<file path="config.mk">
export PLATFORM = sky130hd
export DESIGN_NAME = mu_error_scale
export DESIGN_NICKNAME = d
export VERILOG_FILES = /design/src/rtl/mu_error_scale.sv
export SDC_FILE = /design/constraint.sdc
export NUM_CORES = 1
export LEC_CHECK = 0
export ABC_AREA = 1
export CAP_MARGIN = 10
export CORE_MARGIN = 10
export CORE_UTILIZATION = 45
export CTS_BUF_LIST = sky130_fd_sc_hd__clkbuf_2 sky130_fd_sc_hd__clkbuf_4 sky130_fd_sc_hd__clkbuf_8
export DETAILED_ROUTE_END_ITERATION = 16
export HOLD_SLACK_MARGIN = 0.08
export PLACE_DENSITY = 0.72
export SLEW_MARGIN = 25
export SYNTH_ARGS = -nofsm -noshare
export SYNTH_HDL_FRONTEND = slang
export SYNTH_SLANG_ARGS = --single-unit
</file>
<file path="constraint.sdc">
create_clock -name clk -period 5.3 [get_ports clk]
set_input_delay 1.06 -clock clk [delete_from_list [all_inputs] [get_ports clk]]
set_output_delay 1.06 -clock clk [all_outputs]
set_load 0.03 [all_outputs]
</file>
<file path="src/rtl/mu_error_scale.sv">
// Forms error = desired - y_hat and scales it by mu_a into Q4.12, saturating, with a saturation counter.
// Latency 3 clocks, one sample per clock; no backpressure, never stalls. Optional MUE_ROUND_EN rounds the product.
// MUE_ROUND_EN defined: round half toward +inf before the shift; undefined: truncate toward -inf.
module mu_error_scale #(
    parameter int               WIDTH    = 16,
    parameter int               FRAC     = 12,
    parameter logic [WIDTH-1:0] MU_RESET = 16'h0080
) (
    input  logic             clk,
    input  logic             reset,
    input  logic             in_valid,
    input  logic [WIDTH-1:0] desired,
    input  logic [WIDTH-1:0] y_hat,
    input  logic             adapt_en,
    input  logic             mu_load,
    input  logic [WIDTH-1:0] mu_in,
    input  logic             sat_clr,
    output logic             out_valid,
    output logic [WIDTH-1:0] mu_a_error,
    output logic [WIDTH-1:0] error_out,
    output logic             sat_flag,
    output logic [7:0]       sat_count
);

    localparam int PW = 2 * WIDTH;
    localparam logic [WIDTH-1:0] SAT_MAX = {1'b0, {(WIDTH-1){1'b1}}};
    localparam logic [WIDTH-1:0] SAT_MIN = {1'b1, {(WIDTH-1){1'b0}}};

    logic [WIDTH-1:0] mu_a;

    logic [WIDTH-1:0] err1, mu1;
    logic             sat1, v1, ae1;

    logic signed [PW-1:0] prod2;
    logic [WIDTH-1:0]     err2;
    logic                 sat2, v2, ae2;

    // Stage 1 combinational: widened subtract and clamp.
    logic [WIDTH:0]   diff;
    logic             diff_ovf;
    logic [WIDTH-1:0] diff_sat;

    always_comb begin
        diff     = {desired[WIDTH-1], desired} - {y_hat[WIDTH-1], y_hat};
        diff_ovf = diff[WIDTH] ^ diff[WIDTH-1];
        diff_sat = diff_ovf ? (diff[WIDTH] ? SAT_MIN : SAT_MAX) : diff[WIDTH-1:0];
    end

    // Stage 3 combinational: optional rounding, arithmetic shift, clamp.
    logic signed [PW-1:0] prod_adj, shifted;
    logic                 prod_ovf;
    logic [WIDTH-1:0]     prod_sat;

`ifdef MUE_ROUND_EN
    localparam logic signed [PW-1:0] HALF = PW'(1) << (FRAC - 1);
    always_comb prod_adj = prod2 + HALF;
`else
    always_comb prod_adj = prod2;
`endif

    always_comb begin
        shifted  = prod_adj >>> FRAC;
        // In range only when every bit above the result's sign bit matches it.
        prod_ovf = !((&shifted[PW-1:WIDTH-1]) || !(|shifted[PW-1:WIDTH-1]));
        prod_sat = prod_ovf ? (shifted[PW-1] ? SAT_MIN : SAT_MAX) : shifted[WIDTH-1:0];
    end

    logic prod_sat_ev, out_sat_ev;
    always_comb begin
        prod_sat_ev = ae2 && prod_ovf;
        out_sat_ev  = v2 && (sat2 || prod_sat_ev);
    end

    always_ff @(posedge clk or posedge reset) begin
        if (reset) begin
            mu_a <= MU_RESET;
        end else if (mu_load) begin
            mu_a <= mu_in;
        end
    end

    always_ff @(posedge clk or posedge reset) begin
        if (reset) begin
            err1  <= '0;
            mu1   <= '0;
            sat1  <= 1'b0;
            v1    <= 1'b0;
            ae1   <= 1'b0;
            prod2 <= '0;
            err2  <= '0;
            sat2  <= 1'b0;
            v2    <= 1'b0;
            ae2   <= 1'b0;
        end else begin
            err1  <= diff_sat;
            mu1   <= mu_a;
            sat1  <= diff_ovf;
            v1    <= in_valid;
            ae1   <= adapt_en;
            prod2 <= $signed(err1) * $signed(mu1);
            err2  <= err1;
            sat2  <= sat1;
            v2    <= v1;
            ae2   <= ae1;
        end
    end

    always_ff @(posedge clk or posedge reset) begin
        if (reset) begin
            out_valid  <= 1'b0;
            mu_a_error <= '0;
            error_out  <= '0;
            sat_flag   <= 1'b0;
        end else begin
            out_valid <= v2;
            if (v2) begin
                mu_a_error <= ae2 ? prod_sat : '0;
                error_out  <= err2;
                sat_flag   <= sat2 || prod_sat_ev;
            end else begin
                sat_flag   <= 1'b0;
            end
        end
    end

    // Clear takes priority, but a same-edge event still counts as the first one.
    always_ff @(posedge clk or posedge reset) begin
        if (reset) begin
            sat_count <= '0;
        end else if (sat_clr) begin
            sat_count <= out_sat_ev ? 8'd1 : 8'd0;
        end else if (out_sat_ev && sat_count != 8'hFF) begin
            sat_count <= sat_count + 8'd1;
        end
    end

endmodule

</file>
==> reports/qor.csv, run 1 <==
stage,metric,value,unit
sta,finalHoldViolCount,0,
setup_path,rrSetupSlack,0.09,ns
clock_tree,numClockSinks,132,
die,fp.dieH,208.4,um
global_route,grt_max_degree,97,
detailed_routing,drt-vias-per-instance,4.863,
sta,skew,0.01742,ns
clock_tree,cts_buffers,17,
worst_hold_path,min_from,v1,
setup_path,reg2reg_depth,21,
clock_tree,cts_buffer_depth,2,
sta,finalCriticalPeriod,5.214,ns
sta,setup_viol,0,
finish,syn_to_final_growth,22.88,%
sta,worst_slew_pin_slew,0.9416,ns
placement,io_buffer_count,95,
detailed_routing,drt_wl_total,39980,um
sta,slew_viol_final,0,
detailed_routing,drc,0,
die,rows,68,
synthesis,synthTopCellsByArea,"fa_1 33%, dfrtp_1 21%, nand2_1 13%",
setup_path,cp.required,5.68,ns
clock_tree,htreeDepth,4,
detailed_routing,drt_pre_antenna_iters,5,
synthesis,ys_types,38,
synthesis,synth_area_leader_cell,fa_1,
global_route,gr-total-overflow,0,
die,dieArea,43410,um2
setup_path,arrival,5.59,ns
global_route,grt_pass1_wl,66630,um
die,start_util,45.88,%
placement,place.gp.congestion,0.9065,
synthesis,synth-seq-area-share,20.70,%
global_route,antenna_found_initial,0,
synthesis,ys_seq_elements,132,
sta,max_freq,191.8,MHz
setup_path,r2r-start,err1[7],
synthesis,ys_async_sr_fraction,100.0,%
flow_run,drv_cap,0,
synthesis,synth_commonest_cells,"566 x nand2_1, 520 x inv_1, 262 x fa_1",
sta,rsz0062_at_grt,true,
sta,setup_slack,0.08575,ns
clock_tree,clk_pin_slew,0.09,ns
setup_path,cp_max_fo,7,
detailed_routing,drt_iter0_drc,899,
synthesis,synth_ff_type,dfrtp_1,
die,die_x,208.4,um
die,ioPinCount,96,
sta,slew_headroom,36.99,%
global_route,grt_usage,18.42,%
synthesis,syn_nets,2383,
setup_path,r2r-end,prod2[28],
run_status,status,completed,
synthesis,synth_area,15970,um2
detailed_routing,antenna_left,0,
detailed_routing,vias,12800,
die,core,34800,um2
synthesis,synth-edff-count,0,
setup_path,crit_type,register to register,
worst_hold_path,worstHoldPathType,register to register,
synthesis,yosys_warnings,0,
synthesis,synth.most_common_cell,nand2_1,
detailed_routing,wl_per_cell,15.18,um
setup_path,critPathLaunchType,register,
finish,nNetsFinal,2577,
placement,post-place-ws,-0.3056,ns
worst_hold_path,min_path_cells,0,
synthesis,synth_area_per_cell,8.100,um2
clock_tree,root_buffer,clkbuf_8,
clock_tree,clkLatencyLatePin,0.47,ns
clock_tree,cts_tree,built,
global_route,grt_pass1_vias,13670,
finish,layout-drive-gt1-share,16.76,%
finish,diodes,0,
sta,timing.final.crit_share,98.38,%
placement,hpwl,33010,um
setup_path,cp-end-kind,register,
synthesis,synth_cells,1971,
synthesis,netlist.area_leader.share,32.85,%
worst_hold_path,hold_path_end,v2,
==> routing by layer <==
layer	vias to the layer above	part of all wire, %	global-route usage (%)
li1	6083	-	-
met1	6336	42	22.93
met2	347	51	32.84
met3	38	5.6	2.726
met4	0	1.3	4.234
met5	-	0	0
==> flip-flops by register name, indices dropped and copies added (netlist names), 8 cells and up <==
signal      flops
err1           16
err2           16
prod2          20
mu_a_error     16
error_out      16
mu_a           16
mu1            16
sat_count       8
==> cell type report <==
| class | instances | area, um2 |
|---|---|---|
| fill | 3026 | 15180 |
| multi-input combinational | 1244 | 11020 |
| sequential | 132 | 3327 |
| timing repair buffer | 246 | 2283 |
| inverter | 524 | 1976 |
| tap | 455 | 569.3 |
| clock buffer | 18 | 241.5 |
| clock inverter | 14 | 200.2 |
==> critical path: stages (launching register included) <==
cell,delay (ns)
dfrtp_2,0.48
buf_4,0.16
buf_4,0.16
nand2_1,0.07
inv_1,0.06
fa_1,0.55
fa_1,0.42
fa_1,0.51
fa_1,0.43
fa_1,0.49
inv_1,0.05
fa_1,0.47
inv_1,0.04
ha_1,0.34
nand2_1,0.11
inv_1,0.08
nand2_1,0.11
nor3_4,0.17
nand2_1,0.06
o21bai_2,0.22
nand3_1,0.09
nand2_1,0.05
==> cell usage in the layout (no fill, tap or decap), types with 5 or more instances in the layout <==
| cell | Yosys | routed |
|---|---|---|
| dfrtp_2 | 0 | 18 |
| nor2_2 | 1 | 14 |
| ha_1 | 96 | 77 |
| mux2_2 | 16 | 16 |
| ha_4 | 0 | 19 |
| nor2_1 | 66 | 50 |
| nand2_2 | 7 | 23 |
| a21oi_1 | 60 | 46 |
| dfrtp_1 | 131 | 113 |
| nand4_1 | 14 | 14 |
| fa_1 | 262 | 248 |
| o31ai_1 | 5 | 5 |
| or2_2 | 7 | 5 |
| o21ai_1 | 4 | 12 |
| xnor2_1 | 8 | 8 |
| inv_1 | 520 | 505 |
| nand2_4 | 1 | 7 |
| nand3b_1 | 5 | 5 |
| o21ai_0 | 34 | 22 |
| buf_4 | 0 | 125 |
| nand2_1 | 566 | 544 |
| a21oi_2 | 1 | 14 |
| nand3_1 | 48 | 45 |
| clkbuf_8 | 0 | 17 |
| o21ai_2 | 2 | 6 |
| buf_12 | 0 | 12 |
| buf_6 | 2 | 13 |
| fa_2 | 0 | 14 |
| xor2_1 | 18 | 14 |
| clkdlybuf4s50_1 | 0 | 95 |
| inv_6 | 0 | 5 |
| inv_2 | 3 | 16 |
==> logic make-up (layout without fill, tap and decap cells) <==
group | after synthesis | count (layout) | synth area share (%)
adders and majority gates | 358 | 358 | 40.38
muxes | 16 | 16 | 1.129
AOI/OAI and AO/OA | 113 | 113 | 3.801
xor gates and xnor gates | 26 | 26 | 1.426
buffers and inverters | 595 | 802 | 14.14
and+or+nand+nor | 731 | 731 | 18.43
DFF | 132 | 132 | 20.70
==> worst max path at each step <==
stage,startpoint,slack (ns),to,depth (start not counted)
floorplan,err1[11],0.0001,prod2[29],22
global placement,err1[13],-0.28,prod2[21],20
detailed placement,err1[13],-0.31,prod2[21],20
CTS,err1[13],-0.02,prod2[28],20
global route,err1[15],-0.15,prod2[28],20
finish,err1[7],0.09,prod2[28],21
==> per-stage QoR <==
step | cells | utilization [%] | hold WS, ns | area (um2) | setup TNS, ns
2_1_floorplan | 1971 | - | 0.3312 | 15970 | 0
3_3_place_gp | 2576 | 52.51 | 0.3354 | 18270 | -1.570
3_5_place_dp | 2576 | 52.51 | 0.3362 | 18270 | -2.416
4_1_cts | 2617 | 54.47 | 0.3551 | 18960 | -0.02615
5_1_grt | 2633 | 56.38 | 0.3653 | 19620 | -1.273
6_report | 2633 | 56.38 | 0.3523 | 19620 | 0
==> timing repair <==
item,in CTS,in global routing
pin swaps,4,21
setup endpoints to repair,18,20
resized for setup,48,138
hold buffers,0,0
setup buffers,9,17
Power of run 1 is not shown: default switching activity piles up to over one toggle a cycle in this logic, so the estimate is an artifact.
==> inputs of run 2 (changes only) <==
CTS_BUF_LIST = unset   (was sky130_fd_sc_hd__clkbuf_2 sky130_fd_sc_hd__clkbuf_4 sky130_fd_sc_hd__clkbuf_8)
==> run 2 against run 1 <==
Against the previous run:
- non-clock buffer count increased by 14
- sequential cell count unchanged
- via count increased by 0.62%
- die area unchanged
- cell count increased by 0.53%
- fmax decreased by 0.52%
- utilization increased by 1.2 points
==> reports/qor.csv, run 2 (synthesis results as in run 1) <==
stage,metric,value,unit
setup_path,r2r-end,prod2[30],
sta,slew_viol_final,0,
die,core,34800,um2
setup_path,cpMaxStageDelayCell,fa_1,
setup_path,critPathLaunchType,register,
sta,max_freq,190.8,MHz
setup_path,startpoint,mu1[1],
clock_tree,clk_pin_slew,0.07,ns
clock_tree,numClockSinks,132,
run_status,status,completed,
setup_path,slowest_delay,0.54,ns
global_route,antenna_found_initial,0,
clock_tree,cts_tree,built,
finish,final_cell_mix,"536 x nand2_1, 498 x inv_1, 250 x fa_1",
detailed_routing,top_layer,met4,
global_route,grt_usage,18.62,%
setup_path,cp-endpoint,prod2[30],
finish,largest_reg_flops,20,
die,rows,68,
finish,finalInstanceArea,20030,um2
sta,timing.final.crit_share,98.89,%
placement,postPlaceCellArea,18270,um2
global_route,grt_pass1_wl,67360,um
setup_path,cp.required,5.64,ns
setup_path,cp-end-kind,register,
die,ioPinCount,96,
finish,diodes,0,
finish,top_register,prod2,
detailed_routing,antenna_left,0,
sta,rsz0062_at_grt,true,
finish,num-fill-cells,2941,
setup_path,arrival,5.58,ns
finish,nNetsFinal,2591,
clock_tree,htreeDepth,4,
clock_tree,cts_buffers,17,
clock_tree,root_buffer,clkbuf_16,
die,start_util,45.88,%
sta,finalHoldViolCount,0,
setup_path,cp_cell_sequence,buf_6 -> nand2_4 -> fa_1 -> fa_1 -> fa_1 -> inv_2 -> fa_1 -> fa_1 -> inv_1 -> fa_1 -> inv_2 -> ha_4 -> nand2_4 -> nor2_4 -> inv_2 -> nor3_4 -> nand2_1 -> nand2_2 -> nand2_1 -> nand3_1 -> nand2_1,
die,fp.dieH,208.4,um
setup_path,reg2reg_depth,21,
finish,syn_to_final_growth,25.46,%
setup_path,r2r-start,mu1[1],
setup_path,cp_max_fo,6,
detailed_routing,met1Wirelength,17310,um
detailed_routing,drt_wl_total,40650,um
global_route,grt_pass1_vias,13810,
detailed_routing,drt-vias-per-instance,4.867,
flow_run,drv_cap,0,
global_route,gr-total-overflow,0,
detailed_routing,drc,0,
detailed_routing,drt_pre_antenna_iters,5,
sta,setup_viol,0,
detailed_routing,vias,12880,
sta,worst_slew_pin_slew,0.9273,ns
detailed_routing,wl_met2,20640,um
global_route,grt_max_degree,97,
placement,place.gp.congestion,0.9065,
worst_hold_path,worstHoldPathType,register to register,
finish,layout_commonest_cell,nand2_1,
placement,io_buffer_count,95,
placement,hpwl,33010,um
detailed_routing,drt_iter0_drc,904,
sta,finalCriticalPeriod,5.241,ns
sta,skew,0.01109,ns
detailed_routing,met3_length,2070,um
sta,slew_headroom,37.95,%
setup_path,rrSetupSlack,0.06,ns
detailed_routing,wl_per_cell,15.36,um
clock_tree,cts_buffer_depth,2,
die,die_x,208.4,um
setup_path,crit_type,register to register,
setup_path,cpMostUsedCell,fa_1,
finish,layout-drive-gt1-share,18.25,%
clock_tree,clkLatencyLatePin,0.44,ns
die,dieArea,43410,um2
run 2: cell types whose count changed in the layout (fill, tap and decap cells not counted), sizes merged:
cell and change:
clkbuf +2, buf +12
run 2: final cells by class:
cell class                 count  area, um2  share of cell area, %
timing repair buffer         260       2417                  12.07
clock buffer                  18      429.2                  2.143
clock inverter                14      200.2                 0.9994
inverter                     524       1976                  9.863
sequential                   132       3328                  16.62
multi-input combinational   1244      11110                  55.47
tap                          455      569.3                  2.842
run 2: worst max-delay path, delay by kind of cell (launching register included):
family,cells,cell delay (ns)
adder cells (fa/ha/maj),7,3.40
flip-flops,1,0.45
buffers and inverters,5,0.39
AND/OR/NAND/NOR,9,0.90
run 2: worst min path at each step:
stage                     start   to  slack [ns]  depth (start not counted)
after floorplan             ae1  ae2        0.33                          0
after global placement       v1   v2        0.34                          0
after detailed placement     v1   v2        0.34                          0
after CTS                    v1   v2        0.35                          0
after global routing         v1   v2        0.36                          0
final                        v1   v2        0.35                          0
run 2: per-stage QoR:
step	setup slack (ns)	utilization [%]	hold WS [ns]	instances	TNS, ns
CTS	-0.009451	55.15	0.3503	2619	-0.01305
floorplan	0.00009859	-	0.3312	1971	0
global placement	-0.2790	52.51	0.3354	2576	-1.570
detailed placement	-0.3056	52.51	0.3362	2576	-2.416
finish	0.05869	57.56	0.3477	2647	0
global route	-0.1522	57.56	0.3600	2647	-1.443
run 2: what timing repair did:
item | in CTS | in global routing
gates cloned | 0 | 2
resized for setup | 47 | 165
setup endpoints to repair | 18 | 20
hold buffers | 0 | 0
setup buffers | 11 | 26
pin swaps | 4 | 34
run 2: per-layer routing:
| layer | up-vias | track usage [%] |
|---|---|---|
| met1 | 6385 | 23.10 |
| met4 | 0 | 4.408 |
| met2 | 327 | 33.15 |
| li1 | 6122 | - |
| met3 | 50 | 2.846 |
| met5 | - | 0 |
Power of run 2 is left out for the same reason.
==> inputs of run 3 (changes only) <==
ABC_AREA = unset   (was 1)
==> run 3 against run 2 <==
Against the previous run:
- the run now ends with negative setup slack left
- register-to-register slack worse by 0.61 ns
- synthesized cell count decreased by 29%
- highest routed layer is now met5
- hold slack improved by 0.0022 ns
- setup slack worse by 0.61 ns
==> reports/qor.csv, run 3 <==
stage,metric,value,unit
finish,nNetsFinal,2032,
synthesis,yosys_warnings,0,
setup_path,r2r-end,prod2[31],
finish,diodes,0,
synthesis,netlist.area_leader.share,36.18,%
die,start_util,45.83,%
sta,rsz0062_at_grt,true,
detailed_routing,drt_iter0_drc,454,
setup_path,critPathLaunchType,register,
clock_tree,cts_hold_buf,0,
finish,layout-drive-gt1-share,21.14,%
finish,finalInstanceArea,18140,um2
setup_path,r2r-start,err1[10],
setup_path,rrSetupSlack,-0.55,ns
sta,finalCriticalPeriod,5.848,ns
global_route,grt_max_degree,104,
setup_path,startpoint,err1[10],
synthesis,synth_cells,1390,
setup_path,cp_cell_sequence,buf_6 -> buf_4 -> and2_1 -> fa_1 -> fa_1 -> fa_1 -> fa_1 -> fa_1 -> inv_1 -> fa_1 -> inv_1 -> ha_4 -> a21o_1 -> nor3_1 -> o21ai_1 -> a32oi_1 -> o211ai_1 -> a31o_2 -> a21oi_2 -> xnor2_2,
synthesis,synth_area_per_cell,10.43,um2
detailed_routing,vias,10150,
global_route,gr-total-overflow,0,
die,core,31640,um2
setup_path,crit_type,register to register,
finish,final_cell_mix,"300 x inv_1, 251 x fa_1, 133 x buf_4",
clock_tree,cts_tree,built,
sta,setup_viol,17,
detailed_routing,drt_wl_total,34120,um
setup_path,arrival,6.15,ns
clock_tree,root_buffer,clkbuf_16,
placement,postPlaceCellArea,16860,um2
sta,slew_viol_final,0,
global_route,grt_pass1_vias,11550,
finish,layout_commonest_cell,inv_1,
finish,largest_reg_flops,20,
run_status,status,"complete, but fails checks",
synthesis,synth_ff_type,dfrtp_1,
run_status,violations,negative setup slack,
die,ioPinCount,96,
clock_tree,cts_buffer_depth,2,
placement,hpwl,27530,um
detailed_routing,drt-vias-per-instance,4.992,
setup_path,slowest_delay,0.57,ns
synthesis,syn_nets,1802,
synthesis,synth-seq-area-share,22.79,%
clock_tree,clk_pin_slew,0.06,ns
worst_hold_path,worstHoldPathType,register to register,
synthesis,synthTopCellsByArea,"fa_1 36%, dfrtp_1 23%, ha_1 8.3%",
detailed_routing,drc,0,
synthesis,synth_area,14500,um2
clock_tree,htreeDepth,4,
synthesis,ys_seq_elements,132,
finish,syn_to_final_growth,25.09,%
clock_tree,numClockSinks,132,
detailed_routing,antenna_left,0,
sta,timing.final.crit_share,110.3,%
setup_path,cp.required,5.60,ns
finish,multi_input_area,10260,um2
placement,post-place-ws,-0.7455,ns
placement,io_buffer_count,95,
placement,place.gp.congestion,0.8920,
synthesis,synth_commonest_cells,"313 x inv_1, 262 x fa_1, 131 x dfrtp_1",
sta,max_freq,171.0,MHz
die,rows,65,
clock_tree,cts_buffers,17,
die,fp.dieH,199.5,um
sta,slew_headroom,37.87,%
setup_path,cpMostUsedCell,fa_1,
synthesis,synth.most_common_cell,inv_1,
synthesis,ys_types,53,
setup_path,cp_max_fo,7,
synthesis,ys_async_sr_fraction,100.0,%
setup_path,cp-endpoint,prod2[31],
setup_path,cp-end-kind,register,
finish,register_area,3332,um2
synthesis,synth-edff-count,0,
global_route,grt_pass1_wl,57070,um
clock_tree,clkLatencyLatePin,0.43,ns
sta,worst_slew_pin_slew,0.9319,ns
finish,num-fill-cells,2551,
setup_path,cpMaxStageDelayCell,fa_1,
detailed_routing,wl_per_cell,16.77,um
global_route,antenna_found_initial,1,
sta,skew,0.008982,ns
detailed_routing,drt_pre_antenna_iters,4,
synthesis,synth_area_leader_cell,fa_1,
die,die_x,199.5,um
finish,top_register,prod2,
sta,setup_slack,-0.5478,ns
die,dieArea,39800,um2
sta,finalHoldViolCount,0,
setup_path,reg2reg_depth,20,
global_route,grt_usage,18.28,%
flow_run,drv_cap,0,
==> run 3: repair_timing <==
action | CTS | global route
gates resized for setup | 62 | 68
endpoints found under the hold margin | 0 | 0
setup buffers | 23 | 11
endpoints found under the setup margin | 20 | 20
pin swaps | 23 | 50
==> run 3: critical path, delay by kind of cell (launching register included) <==
family          cells  cell delay (ns)
compound gates      6             1.22
xor+xnor            1             0.07
fa+ha+maj           7             3.22
buf+inv             4             0.42
flops               1             0.47
simple gates        2             0.33
==> run 3: worst min-delay path by stage <==
stage | startpoint | end | depth (start not counted) | slack [ns]
6_report | v1 | v2 | 0 | 0.35
5_1_grt | v1 | v2 | 0 | 0.36
4_1_cts | v1 | v2 | 0 | 0.35
3_5_place_dp | v1 | v2 | 0 | 0.34
3_3_place_gp | v1 | v2 | 0 | 0.33
2_1_floorplan | ae1 | ae2 | 0 | 0.33
==> run 3: final cells by class <==
cell class | instances | share of cell area, %
Inverter | 314 | 6.526
Clock inverter | 9 | 0.7106
Timing Repair Buffer | 254 | 12.46
Multi-Input combinational cell | 901 | 56.60
Tap cell | 402 | 2.773
Sequential cell | 132 | 18.37
Clock buffer | 22 | 2.560
==> run 3: stage by stage <==
| stage | hold slack (ns) | TNS, ns | utilization [%] | instances |
|---|---|---|---|---|
| 6_report | 0.3499 | -5.869 | 57.33 | 2034 |
| 5_1_grt | 0.3594 | -9.456 | 57.33 | 2034 |
| 4_1_cts | 0.3496 | -5.457 | 56.10 | 2023 |
| 3_5_place_dp | 0.3362 | -9.748 | 53.30 | 1971 |
| 3_3_place_gp | 0.3350 | -7.268 | 53.30 | 1971 |
| 2_1_floorplan | 0.3312 | -0.9951 | - | 1390 |
==> run 3: cells by family (layout without fill, tap and decap cells) <==
logic type	after synthesis	in the layout	share of synthesized area, %
flops	132	132	22.79
simple gates	332	332	11.32
buf+inv	357	599	9.303
fa+ha+maj	372	372	45.50
mux	33	33	2.554
compound gates	120	120	5.816
xor+xnor	44	44	2.710
==> run 3: metal layers <==
| metal | up-vias | global-route usage (%) | part of all wire [%] |
|---|---|---|---|
| met5 | - | 0 | 0.038 |
| met4 | 2 | 7.151 | 3.2 |
| met3 | 72 | 3.095 | 4.0 |
| met2 | 249 | 32.94 | 53 |
| met1 | 5174 | 21.18 | 39 |
| li1 | 4657 | - | - |
Power of run 3 is left out for the same reason.
